### src/rtl/i2s_codec_tx_if.sv
// Parallel stereo sample handshake into the codec-side I2S transmitter.
// The producer side is the master; the transmitter is the slave.
interface i2s_codec_tx_if #(
    parameter int DATA_WIDTH = 24
);
    logic [DATA_WIDTH-1:0] sample_left;
    logic [DATA_WIDTH-1:0] sample_right;
    logic                  sample_valid;
    logic                  sample_ready;

    modport master (
        output sample_left,
        output sample_right,
        output sample_valid,
        input  sample_ready
    );

    modport slave (
        input  sample_left,
        input  sample_right,
        input  sample_valid,
        output sample_ready
    );
endinterface

### src/rtl/i2s_codec_tx.sv
// Codec-side I2S master transmitter: generates BCLK/LRCK and serializes
// double-buffered stereo PCM on DAT, MSB first, one BCLK after each LRCK edge.
module i2s_codec_tx #(
    parameter int DATA_WIDTH = 24,
    parameter int SLOT_BITS  = 32,
    parameter int BCLK_HALF  = 8
) (
    input  logic          clk,
    input  logic          reset_n,
    input  logic          i_enable,
    i2s_codec_tx_if.slave s_smp,
    output logic          o_bclk,
    output logic          o_lrck,
    output logic          o_dat,
    output logic          o_frame_start,
    output logic          o_underrun
);
    localparam int FRAME_BITS = 2 * SLOT_BITS;
    localparam int BW         = $clog2(FRAME_BITS);
    localparam int DIVW       = (BCLK_HALF > 1) ? $clog2(BCLK_HALF) : 1;

    localparam logic [DIVW-1:0] DIV_LAST = DIVW'(BCLK_HALF - 1);
    localparam logic [BW-1:0]   BIT_LAST = BW'(FRAME_BITS - 1);
    localparam logic [BW-1:0]   SLOT_L   = BW'(SLOT_BITS);
    localparam logic [BW-1:0]   DATA_L   = BW'(DATA_WIDTH);

    logic [DIVW-1:0]       r_div;
    logic [BW-1:0]         r_bit;
    logic                  r_bclk;
    logic                  r_lrck;
    logic                  r_dat;
    logic                  r_frame_start;
    logic                  r_underrun;
    logic                  r_hold_full;
    logic [DATA_WIDTH-1:0] r_hold_l;
    logic [DATA_WIDTH-1:0] r_hold_r;
    logic [DATA_WIDTH-1:0] r_sh_l;
    logic [DATA_WIDTH-1:0] r_sh_r;

    logic [BW-1:0] w_bit_nxt;
    logic [BW-1:0] w_slot;
    logic          w_fall;
    logic          w_load;
    logic          w_in_data;
    logic          w_xfer;

    assign w_bit_nxt = (r_bit == BIT_LAST) ? '0 : r_bit + BW'(1);
    assign w_slot    = (w_bit_nxt >= SLOT_L) ? w_bit_nxt - SLOT_L : w_bit_nxt;
    assign w_fall    = i_enable && (r_div == DIV_LAST) && r_bclk;
    assign w_load    = w_fall && (w_bit_nxt == '0);
    assign w_in_data = (w_slot != '0) && (w_slot <= DATA_L);
    assign w_xfer    = s_smp.sample_valid && !r_hold_full;

    assign s_smp.sample_ready = ~r_hold_full;
    assign o_bclk        = r_bclk;
    assign o_lrck        = r_lrck;
    assign o_dat         = r_dat;
    assign o_frame_start = r_frame_start;
    assign o_underrun    = r_underrun;

    // A load only empties a full holding register and a transfer only fills an
    // empty one, so the two never contend for r_hold_full.
    always_ff @(posedge clk or negedge reset_n) begin
        if (!reset_n) begin
            r_hold_full <= 1'b0;
            r_hold_l    <= '0;
            r_hold_r    <= '0;
        end else if (w_xfer) begin
            r_hold_full <= 1'b1;
            r_hold_l    <= s_smp.sample_left;
            r_hold_r    <= s_smp.sample_right;
        end else if (w_load) begin
            r_hold_full <= 1'b0;
        end
    end

    always_ff @(posedge clk or negedge reset_n) begin
        if (!reset_n) begin
            r_div         <= '0;
            r_bit         <= BIT_LAST;
            r_bclk        <= 1'b0;
            r_lrck        <= 1'b0;
            r_dat         <= 1'b0;
            r_frame_start <= 1'b0;
            r_underrun    <= 1'b0;
            r_sh_l        <= '0;
            r_sh_r        <= '0;
        end else begin
            r_frame_start <= 1'b0;
            r_underrun    <= 1'b0;
            if (!i_enable) begin
                r_div  <= '0;
                r_bit  <= BIT_LAST;
                r_bclk <= 1'b0;
                r_lrck <= 1'b0;
                r_dat  <= 1'b0;
            end else if (r_div != DIV_LAST) begin
                r_div <= r_div + DIVW'(1);
            end else begin
                r_div  <= '0;
                r_bclk <= ~r_bclk;
                if (r_bclk) begin
                    // Fall event: everything the next rising edge samples changes here.
                    r_bit  <= w_bit_nxt;
                    r_lrck <= (w_bit_nxt >= SLOT_L);
                    r_dat  <= 1'b0;
                    if (w_load) begin
                        r_frame_start <= 1'b1;
                        r_underrun    <= ~r_hold_full;
                        r_sh_l        <= r_hold_full ? r_hold_l : '0;
                        r_sh_r        <= r_hold_full ? r_hold_r : '0;
                    end else if (w_in_data) begin
                        if (w_bit_nxt >= SLOT_L) begin
                            r_dat  <= r_sh_r[DATA_WIDTH-1];
                            r_sh_r <= r_sh_r << 1;
                        end else begin
                            r_dat  <= r_sh_l[DATA_WIDTH-1];
                            r_sh_l <= r_sh_l << 1;
                        end
                    end
                end
            end
        end
    end
endmodule

### src/flat_wrapper.sv
// flat-port wrapper written by rule: the top's interface ports become plain ports
module i2s_codec_tx_flat 
#(
    parameter int DATA_WIDTH = 24,
    parameter int SLOT_BITS  = 32,
    parameter int BCLK_HALF  = 8
)
  (clk, reset_n, i_enable, o_bclk, o_lrck, o_dat, o_frame_start, o_underrun, s_smp_sample_left, s_smp_sample_right, s_smp_sample_valid, s_smp_sample_ready);
  i2s_codec_tx_if #(.DATA_WIDTH(DATA_WIDTH)) s_smp_i ();
  input  logic clk;
  input  logic reset_n;
  input  logic i_enable;
  output logic o_bclk;
  output logic o_lrck;
  output logic o_dat;
  output logic o_frame_start;
  output logic o_underrun;
  input wire logic [$bits(s_smp_i.sample_left)-1:0] s_smp_sample_left;
  input wire logic [$bits(s_smp_i.sample_right)-1:0] s_smp_sample_right;
  input wire logic [$bits(s_smp_i.sample_valid)-1:0] s_smp_sample_valid;
  output wire logic [$bits(s_smp_i.sample_ready)-1:0] s_smp_sample_ready;
  assign s_smp_i.sample_left = s_smp_sample_left;
  assign s_smp_i.sample_right = s_smp_sample_right;
  assign s_smp_i.sample_valid = s_smp_sample_valid;
  assign s_smp_sample_ready = s_smp_i.sample_ready;
  i2s_codec_tx #(.DATA_WIDTH(DATA_WIDTH), .SLOT_BITS(SLOT_BITS), .BCLK_HALF(BCLK_HALF)) u_core (.clk(clk), .reset_n(reset_n), .i_enable(i_enable), .s_smp(s_smp_i), .o_bclk(o_bclk), .o_lrck(o_lrck), .o_dat(o_dat), .o_frame_start(o_frame_start), .o_underrun(o_underrun));
endmodule
### config.mk
export PLATFORM = sky130hd
export DESIGN_NAME = i2s_codec_tx_flat
export DESIGN_NICKNAME = d
export VERILOG_FILES = /design/src/rtl/i2s_codec_tx_if.sv /design/src/rtl/i2s_codec_tx.sv /design/src/flat_wrapper.sv
export SDC_FILE = /design/constraint.sdc
export NUM_CORES = 1
export LEC_CHECK = 0
export CAP_MARGIN = 20
export CELL_PAD_IN_SITES_DETAIL_PLACEMENT = 0
export CELL_PAD_IN_SITES_GLOBAL_PLACEMENT = 1
export CORE_MARGIN = 5
export CORE_UTILIZATION = 40
export CTS_CLUSTER_SIZE = 14
export DETAILED_ROUTE_END_ITERATION = 10
export GPL_TIMING_DRIVEN = 0
export MAX_ROUTING_LAYER = met4
export PLACE_DENSITY = 0.75
export SKIP_LAST_GASP = 1
export SLEW_MARGIN = 10
export SYNTH_ARGS = -nofsm -noshare
export SYNTH_HDL_FRONTEND = slang
export SYNTH_SLANG_ARGS = --single-unit
### constraint.sdc
create_clock -name clk -period 2.5 [get_ports clk]
set_clock_uncertainty 0.05 [all_clocks]
set_input_delay 0.375 -clock clk [delete_from_list [all_inputs] [get_ports clk]]
set_output_delay 0.375 -clock clk [all_outputs]
set_load 0.05 [all_outputs]
==> impl_metrics.tcl <==
set metrics [dict create \
    outcome "complete, no violations" \
    fin_area_mm2 0.006535 \
    final_common_cell "dfrtp_1" \
    end_kind "flip-flop" \
    yosys.area.top_type_share_pct 49.55 \
    die_height_um 125.1 \
    timing.rr.end "u_core.r_sh_r[11]" \
    area_growth_syn_to_layout_pct 23.24 \
    n_antenna_cell 0 \
    hold_depth 1 \
    drv_slew 0 \
    fillers 1233 \
    worstPathRequired_ns 2.69 \
    setup_viol 0 \
    grt_pass1_vias 3527 \
    dp_hpwl_mm 7.181 \
    firstDrtPassIters 4 \
    slew_headroom_pct 55.55 \
    die_w_um 125.1 \
    p_leak_nw 2.764 \
    r2r-start "u_core.r_bit[0]" \
    cts_buffers 9 \
    dieArea_mm2 0.01566 \
    fin_crit_sh_pct 96.65 \
    fmax_mhz 413.9 \
    cap_viol_max_count 0 \
    vias 3433 \
    hold_class "reg -> reg" \
    wl_mm 10.39 \
    drtIter0Drc 174 \
    start_util_pct 40.36 \
    utilization_pct 49.74 \
    synth_edf_count 0 \
    yosys_warnings 0 \
    ys_ff_latch 111 \
    clock_latency_ns 0.35 \
    rr_worst_depth 9 \
    regArea_mm2 0.002785 \
    synthFlopType "dfrtp_1" \
    wl_per_cell_um 14.85 \
    clock_sink_count 111 \
    layout_common_cells "105 x dfrtp_1, 57 x mux2i_1, 56 x clkdlybuf4s50_1" \
    yosysTopAreaCell "dfrtp_1" \
    core_area_mm2 0.01314 \
    tritoncts "done" \
    ys_top_cells_by_area "dfrtp_1 50%, mux2i_1 11%, mux2_2 11%" \
    antenna_found_initial 0 \
    yosysUniqueCellTypes 45 \
    dpl_cell_area_mm2 0.006122 \
    min-delay-start "u_core.r_div[0]" \
    multi_input_area_mm2 0.002296 \
    htree_levels 3 \
    vias_per_cell 4.904 \
    holdPathEnd "u_core.r_div[0]" \
    drive_gt1_share_pct 22.52 \
    finalCriticalPeriod_ns 2.416 \
    ir_drop_mv 0.4143 \
    routabilityCongestion 0.7805 \
    nets 576 \
    cts_buffer_depth 2 \
    grt_pass1_wl_mm 17.88 \
    syn_inst 441 \
    clk_pin_slew_ns 0.07 \
    postSynthNetCount 497 \
    reg2reg_setup_slack_ns 0.08 \
    grt_max_degree 62 \
    start_kind "flip-flop" \
    path_max_fanout 10 \
    tightestPinTransition_ns 0.6668 \
    rsz0062_at_grt "true" \
    avgSynthCellArea_um2 12.02 \
    p_per_area_mw_per_mm2 549.3 \
    drc 0 \
    grt_usage_pct 14.53 \
    cts_root_buffer "clkbuf_16" \
    p_total_mw 3.589 \
    finalHoldViolations 0 \
    arrival_ns 2.61 \
    ys_seq_area_share_pct 52.52 \
    antenna_left 0 \
    fp-row-count 42 \
    port_buffers 57 \
    synth_area_mm2 0.005303 \
    io_pins 58 \
    worstSetupPathType "reg -> reg" \
    gr-total-overflow 0 \
    synth_async_sr_flop_share_pct 100.0 \
]
==> through the flow <==
step	worst slack (ns)	instances	hold WS, ns	setup TNS [ns]
2_1_floorplan	0.1232	441	0.02941	0
3_3_place_gp	-3.238	674	0.3794	-357.17
3_5_place_dp	-0.2734	675	0.3068	-8.048
4_1_cts	0.05352	693	0.3974	0
5_1_grt	-0.003317	700	0.4004	-0.005629
6_report	0.08373	700	0.3949	0
==> Yosys cell counts, drive strengths merged, types with 4 or more instances <==
cell	n
a21oi	6
buf	18
dfstp	6
ha	4
inv	14
dfrtp	105
and2	38
o21ai	29
clkbuf	11
mux2i	58
mux2	60
nand2	46
nand3	8
and3	7
nor2	6
==> power by group <==
part / total, mW / internal (mW) / leakage, nW / switching, mW
Clock: 1.38 / 0.727 / 0.134 / 0.649
Sequential: 1.94 / 1.89 / 1.38 / 0.0460
Combinational: 0.278 / 0.183 / 1.25 / 0.0944
==> flip-flops by register name, summed over array words and instances (netlist names) <==
| register | count |
|---|---|
| u_core.r_bit | 6 |
| u_core.r_hold_full | 1 |
| u_core.o_lrck | 1 |
| u_core.r_div | 3 |
| u_core.o_underrun | 1 |
| u_core.o_bclk | 1 |
| u_core.r_hold_r | 24 |
| u_core.r_sh_l | 24 |
| u_core.o_frame_start | 1 |
| u_core.o_dat | 1 |
| u_core.r_hold_l | 24 |
| u_core.r_sh_r | 24 |
==> cell type report <==
cell class                 instances  area share, %
sequential                       111          42.62
multi-input combinational        287          35.13
timing repair buffer              68          10.42
clock buffer                      11          3.868
tap                              176          3.370
buffer                            29          3.351
inverter                          14         0.8041
clock inverter                     4         0.4404
==> worst max path at each step <==
stage	endpoint	from	slack, ns
after global placement	u_core.r_hold_l[19]	reset_n	-3.24
after CTS	u_core.r_sh_r[11]	u_core.r_bit[0]	0.05
final	u_core.r_sh_r[11]	u_core.r_bit[0]	0.08
after global routing	u_core.r_sh_r[11]	u_core.r_bit[0]	-0.003
after detailed placement	u_core.r_hold_l[22]	s_smp_sample_valid	-0.27
after floorplan	u_core.r_sh_r[11]	u_core.r_bit[0]	0.12
==> routing by layer <==
metal	vias to the layer above	share of wire, %	GRT usage [%]	wire length, um
met4	0	1.5	4.847	160
met3	13	3.6	4.222	376
met5	-	0	-	0
li1	1672	-	-	-
met2	51	46	21.42	4760
met1	1697	49	19.34	5095
==> worst max-delay path: stages (launching register included) <==
cell and delay [ns]:
dfstp_2 0.61, ha_4 0.18, and3_1 0.16, buf_4 0.14, nand3_2 0.10, a31oi_4 0.18, o221ai_2 0.15, a21oi_4 0.24
buf_12 0.19, mux2_4 0.30
==> kinds of logic (layout without fill, tap and decap cells) <==
group | Yosys count | count (layout) | synth area share, %
muxes | 118 | 118 | 24.40
and+or+nand+nor | 114 | 114 | 11.07
DFF | 111 | 111 | 52.52
AOI/OAI and AO/OA | 47 | 47 | 5.781
buffers and inverters | 43 | 126 | 4.625
adders and majority gates | 4 | 4 | 0.9439
xor gates and xnor gates | 4 | 4 | 0.6608
==> timing repair <==
action,in CTS,in global routing
setup buffers,2,7
pin swaps,0,1
setup endpoints to repair,47,44
hold buffers,1,0
gates resized for setup,7,13
hold endpoints to repair,48,0
cloned,0,0
(Power assumes the default switching activity.)
